[config.mk]
export PLATFORM = sky130hd
export DESIGN_NAME = mdiv
export DESIGN_NICKNAME = d
export VERILOG_FILES = /design/src/rtl/mdiv_pkg.sv /design/src/rtl/mdiv_fast2scomp.sv /design/src/rtl/mdiv.sv
export SDC_FILE = /design/constraint.sdc
export NUM_CORES = 1
export LEC_CHECK = 0
export BUFFER_PORTS_ARGS = -buffer_cell sky130_fd_sc_hd__buf_2
export CAP_MARGIN = 0
export CORE_MARGIN = 1
export CORE_UTILIZATION = 39
export CTS_CLUSTER_SIZE = 40
export DETAILED_ROUTE_END_ITERATION = 6
export GPL_ROUTABILITY_DRIVEN = 1
export PLACE_DENSITY_LB_ADDON = 0.3
export SYNTH_ARGS = -nofsm -noshare
export SYNTH_HDL_FRONTEND = slang
export SYNTH_SLANG_ARGS = --single-unit
[constraint.sdc]
create_clock -name CLK -period 4.5 [get_ports CLK]
set_input_delay 0.45 -clock CLK [delete_from_list [all_inputs] [get_ports CLK]]
set_output_delay 0.45 -clock CLK [all_outputs]
set_load 0.01 [all_outputs]
[src/rtl/mdiv_pkg.sv]
// Shared constants and state encoding for the mdiv sequential divider.
package mdiv_pkg;

  localparam int MDIV_WIDTH = 32;
  localparam int CNT_W      = 6;

  typedef enum logic [1:0] {
    IDLE = 2'd0,
    RUN  = 2'd1,
    FIX  = 2'd2
  } state_t;

endpackage

[src/rtl/mdiv_fast2scomp.sv]
// Fast2sComp: combinational two's-complement negation (~x + 1).
module Fast2sComp #(
  parameter int WIDTH = 32
) (
  input  logic [WIDTH-1:0] i_data,
  output logic [WIDTH-1:0] o_data
);

  assign o_data = ~i_data + WIDTH'(1);

endmodule

[src/rtl/mdiv.sv]
// mdiv: 32-bit radix-2 restoring divider (signed/unsigned), one quotient bit per cycle.
module mdiv
  import mdiv_pkg::*;
#(
  parameter int WIDTH = MDIV_WIDTH
) (
  input  logic             CLK,
  input  logic             RST,
  input  logic             START,
  input  logic             SIGNED,
  input  logic [WIDTH-1:0] A,
  input  logic [WIDTH-1:0] B,
  output logic             BUSY,
  output logic             DONE,
  output logic [WIDTH-1:0] Q,
  output logic [WIDTH-1:0] R,
  output logic             DIVZ
);

  state_t           r_state;
  state_t           w_next;
  logic [CNT_W-1:0] r_cnt;
  logic [WIDTH-1:0] r_rem;
  logic [WIDTH-1:0] r_quo;
  logic [WIDTH-1:0] r_dsr;
  logic [WIDTH-1:0] r_q;
  logic [WIDTH-1:0] r_r;
  logic             r_qneg;
  logic             r_rneg;
  logic             r_done;
  logic             r_divz;

  logic [WIDTH-1:0] w_neg_a;
  logic [WIDTH-1:0] w_neg_b;
  logic [WIDTH-1:0] w_neg_q;
  logic [WIDTH-1:0] w_neg_r;
  logic [WIDTH-1:0] w_mag_a;
  logic [WIDTH-1:0] w_mag_b;
  logic [WIDTH:0]   w_diff;
  logic             w_bzero;
  logic             w_last;

  Fast2sComp #(.WIDTH(WIDTH)) u_neg_a (.i_data(A),     .o_data(w_neg_a));
  Fast2sComp #(.WIDTH(WIDTH)) u_neg_b (.i_data(B),     .o_data(w_neg_b));
  Fast2sComp #(.WIDTH(WIDTH)) u_neg_q (.i_data(r_quo), .o_data(w_neg_q));
  Fast2sComp #(.WIDTH(WIDTH)) u_neg_r (.i_data(r_rem), .o_data(w_neg_r));

  assign w_mag_a = (SIGNED && A[WIDTH-1]) ? w_neg_a : A;
  assign w_mag_b = (SIGNED && B[WIDTH-1]) ? w_neg_b : B;
  assign w_bzero = (B == '0);
  assign w_last  = (r_cnt == CNT_W'(WIDTH - 1));

  // Shifted remainder can reach 2*|B|-1, so the trial subtract needs 33 bits; bit 32 is the borrow.
  assign w_diff = {r_rem, r_quo[WIDTH-1]} - {1'b0, r_dsr};

  always_ff @(posedge CLK) begin
    if (RST) begin
      r_state <= IDLE;
    end else begin
      r_state <= w_next;
    end
  end

  always_comb begin
    w_next = r_state;
    case (r_state)
      IDLE:    if (START && !w_bzero) w_next = RUN;
      RUN:     if (w_last) w_next = FIX;
      FIX:     w_next = IDLE;
      default: w_next = IDLE;
    endcase
  end

  always_ff @(posedge CLK) begin
    if (RST) begin
      r_cnt  <= '0;
      r_rem  <= '0;
      r_quo  <= '0;
      r_dsr  <= '0;
      r_q    <= '0;
      r_r    <= '0;
      r_qneg <= 1'b0;
      r_rneg <= 1'b0;
      r_done <= 1'b0;
      r_divz <= 1'b0;
    end else begin
      r_done <= 1'b0;
      case (r_state)
        IDLE: begin
          if (START && w_bzero) begin
            r_q    <= '1;
            r_r    <= A;
            r_divz <= 1'b1;
            r_done <= 1'b1;
          end else if (START) begin
            r_rem  <= '0;
            r_quo  <= w_mag_a;
            r_dsr  <= w_mag_b;
            r_qneg <= SIGNED & (A[WIDTH-1] ^ B[WIDTH-1]);
            r_rneg <= SIGNED & A[WIDTH-1];
            r_cnt  <= '0;
          end
        end
        RUN: begin
          r_cnt <= r_cnt + CNT_W'(1);
          r_quo <= {r_quo[WIDTH-2:0], ~w_diff[WIDTH]};
          r_rem <= w_diff[WIDTH] ? {r_rem[WIDTH-2:0], r_quo[WIDTH-1]} : w_diff[WIDTH-1:0];
        end
        FIX: begin
          r_q    <= r_qneg ? w_neg_q : r_quo;
          r_r    <= r_rneg ? w_neg_r : r_rem;
          r_divz <= 1'b0;
          r_done <= 1'b1;
        end
        default: ;
      endcase
    end
  end

  assign BUSY = (r_state == RUN) || (r_state == FIX);
  assign DONE = r_done;
  assign Q    = r_q;
  assign R    = r_r;
  assign DIVZ = r_divz;

endmodule

==> results.md <==
* Run status: completed
* Critical path's slowest cell: or2_1
* # resized after CTS at 0
* Final hold violation count at 0
* Mapped cell area at 11300 um^2
* Share of layout cells above drive strength 1 at 12.8%
* Yosys top cell area share at a little under a third
* Switching power at 1.40 mW
* Setup_tns at 0 ns
* Worst endpoint required time at 4.77 ns
* Top Metal Used: met4
* Setup ws final at slightly below 0.6 ns
* # Post-CTS Setup Buffers at 0
* Crit start category: register
* Grt ovf at 0
* Post-layout instance area at 12800 um^2
* Post-synthesis area per instance at approximately 7.5 um^2
* Max-slew violation count at 0
* Reg2reg end: r_rem[29]
* All-layer global routing usage at roughly a quarter
* Layout area overhead at 13.5%
* Largest net degree at the start of global routing at 72
* Tightest Pin Transition at 1.10 ns
* Net Sw Frac at 34.4%
* Die height at 172 um
* Max-Cap Viols at 0
* Power per cell area at 318 nW/um^2
* # fillers at roughly 2900
* Relative slew margins at 26.9%
* Antenna Violating Nets Remaining at 0
* Largest area contributor in the netlist: dfxtp_1
* Internal power at 2.68 mW
* Lkg Pwr at 5.18 nW
* Top post-synthesis cells by area: dfxtp_1 30%, nand2_1 7.8%, xnor2_1 6.7%
* Vias per cell at around 5.6
* CP Depth at 12
* I/O pins at between 100 and 150
* Worst hold path class: in -> reg
* Data arrival, critical path at between 4 and 5 ns
* Placed cell area at 12200 um^2
* Hold-fix buffers at CTS at 0
* CTS tree: done
* DP Worst Slack at 0.637 ns
* Detailed Route WL at 35.7 mm
* Worst vdd ir at approximately 0.00026 V
* CP Max Fanout at 27
* Cts bufs inserted at 17
* Synth Instances at 1504
* Met3 Wirelength at 2.39 mm
* Number of buffers added on ports at 134
* Clk_skew at between 0.01 and 0.015 ns
* CTS H-Tree Depth at 4
* Family with the most delay on the worst path: compound AO/OA/AOI/OAI gates
* Cells on worst reg2reg path at 12
* Max clock buf depth at 2
* Initial antenna violation count at 3
* Syn. warnings at 0
* Met2 wire length at 16.6 mm
* Critical path class: reg -> reg
* Sequential Area at 3440 um^2
* Seq/Total Area, Yosys at 30.5%
* Tcrit/Tclk final at 87.0%
* DIE AREA at between 20000 and 30000 um^2
* Clk slew on worst S/H paths at 0.08 ns
* Wire length on met1 at 15.8 mm
* Vias in the first global route at around 10000
* Final min period at 3.92 ns
* Sequential share of power at between 40% and 50%
* Fin cells at 1967
* Crit end category: register
* Placed insts at 1932
* Post-DP HPWL at 26.9 mm
* DRC Markers at 0
* Worst Path Buf+Inv at 1
* End of the critical path: r_rem[29]
* Worst reg-to-reg setup slack at about 0.58 ns
* Clock power frac at 36.8%
* Initial DRC count at 936
* CTS sink count at between 150 and 200
* Synth unique cells at 63
* Multi-input gate area at 7290 um^2
* Num rows at 61
* RSZ-0062 raised after global routing: no
* Crit. Startpoint: r_quo[31]
* Setup Viol. Count Final at 0
* Mapped Nets at 1614
* Routability cong. at 0.881
* Comb power frac at 21.9%
* Fmax at 0.255 GHz
* Initial Utilization at 40.1%
* Number of flops mapped to enable cells by yosys at 0
* First-pass GRT wire length at about 56 mm
* CP peak stage delay at 0.82 ns
* Die X at approximately 170 um
* Pre-Repair DR Iteration Count at 5
* Clock latency on the worst-skew pair at 0.44 ns
* Via total after detailed routing at 11100
* CTS Root Cell: clkbuf_16
* Worst-path cell chain: inv_1 > ha_1 > fa_1 > nand2b_1 > a211oi_1 > o211ai_1 > a21boi_1 > o2111ai_1 > and2_1 > o311ai_4 > or2_1 > o221ai_1
* Core region area at 28200 um^2
* Final net count at ~1700
* FF-to-FF Start: r_quo[31]
* FF+latch count, synth at 172
* Routed WL per cell at 18.2 um
* Most used flip-flop cell after synthesis: dfxtp_1
* Async set-reset flop share out of synthesis at 0%
state kept, by name (all words and copies together), names as in the netlist:
signal   cells
r_rneg       1
r_rem       32
R           32
r_dsr       32
r_qneg       1
Q           32
r_quo       32
DONE         1
DIVZ         1
r_state      2
r_cnt        6
power groups by stage:
| stage | sequential (mW) | clock (mW) | combinational [mW] |
|---|---|---|---|
| detailed placement | 1.72 | 0 | 0.885 |
| global route | 1.69 | 1.59 | 0.993 |
| floorplan | 1.68 | 0 | 0.658 |
| global placement | 1.71 | 0 | 0.880 |
| finish | 1.68 | 1.50 | 0.895 |
| CTS | 1.68 | 1.52 | 0.891 |
layout make-up:
cell class | count | area share [%]
inverter | 56 | 1.64
timing repair buffer | 152 | 6.30
antenna | 3 | 0.0585
clock buffer | 17 | 3.32
multi-input combinational | 1174 | 56.9
clock inverter | 15 | 1.31
tap | 378 | 3.69
sequential | 172 | 26.8
through the flow:
step                util (%)  hold slack, ns  total power, mW
floorplan                  -           0.432             2.34
global placement        43.4           0.442             2.59
detailed placement      43.4           0.448             2.60
CTS                     45.5           0.276             4.09
global route            45.5           0.299             4.28
finish                  45.6           0.283             4.08
kinds of logic (layout without fill, tap and decap cells):
kind of cell	count (synthesis)	in the layout	share of synthesized area (%)
compound gates	442	442	26.4
xor+xnor	149	149	11.5
fa+ha+maj	42	42	4.72
buf+inv	158	240	5.37
flops	172	172	30.5
mux	7	7	0.620
other cells	0	3	0
simple gates	534	534	20.9
Yosys cell counts, drive strengths merged, types with 8 or more instances:
cell type,n
nand3,17
a21o,20
a221o,18
inv,56
nor4,14
and3,9
clkbuf,84
or2,8
nor3,36
buf,18
or3,10
a22oi,20
nor2,149
a211oi,34
o211ai,15
nand4,8
o31ai,30
ha,41
o21ai,90
o41ai,14
dfxtp,172
xnor2,87
nand2b,11
xor2,62
a31oi,15
nand2,234
a21oi,110
a311oi,31
or4,14
cell usage in the layout (no fill, tap or decap), drive strengths merged, types with 6 or more instances in the layout:
cell type    n
nand2      234
dfxtp      172
buf        152
nor2       149
a21oi      110
o21ai       90
xnor2       87
inv         64
xor2        62
ha          41
nor3        36
a211oi      34
a311oi      31
o31ai       30
a22oi       20
a21o        20
a221o       18
nand3       17
clkbuf      17
a31oi       15
o211ai      15
nor4        14
or4         14
o41ai       14
nand2b      11
or3         10
and3         9
nand4        8
or2          8
and2         7
mux2i        7
o21a         6
nor2b        6
a222oi       6
o21bai       6
clkinv       6
layer usage:
layer  track usage [%]  vias to the layer above
li1                  -                     5536
met1              31.0                     5171
met2              40.5                      359
met3              4.94                       41
met4              8.70                        0
met5                 0                        -
worst min-delay path: stages:
cell,delay [ns]
buf_2,0.12
nand2_1,0.06
a21oi_1,0.05
worst min path at each step:
stage / end / from / depth (start not counted)
2_1_floorplan: r_dsr[18] / r_dsr[18] / 2
3_3_place_gp: r_dsr[31] / r_dsr[31] / 2
3_5_place_dp: r_dsr[18] / r_dsr[18] / 2
4_1_cts: R[8] / A[8] / 3
5_1_grt: R[11] / A[11] / 3
6_report: R[8] / A[8] / 3
Note: power is estimated with default switching activity, not from simulation.
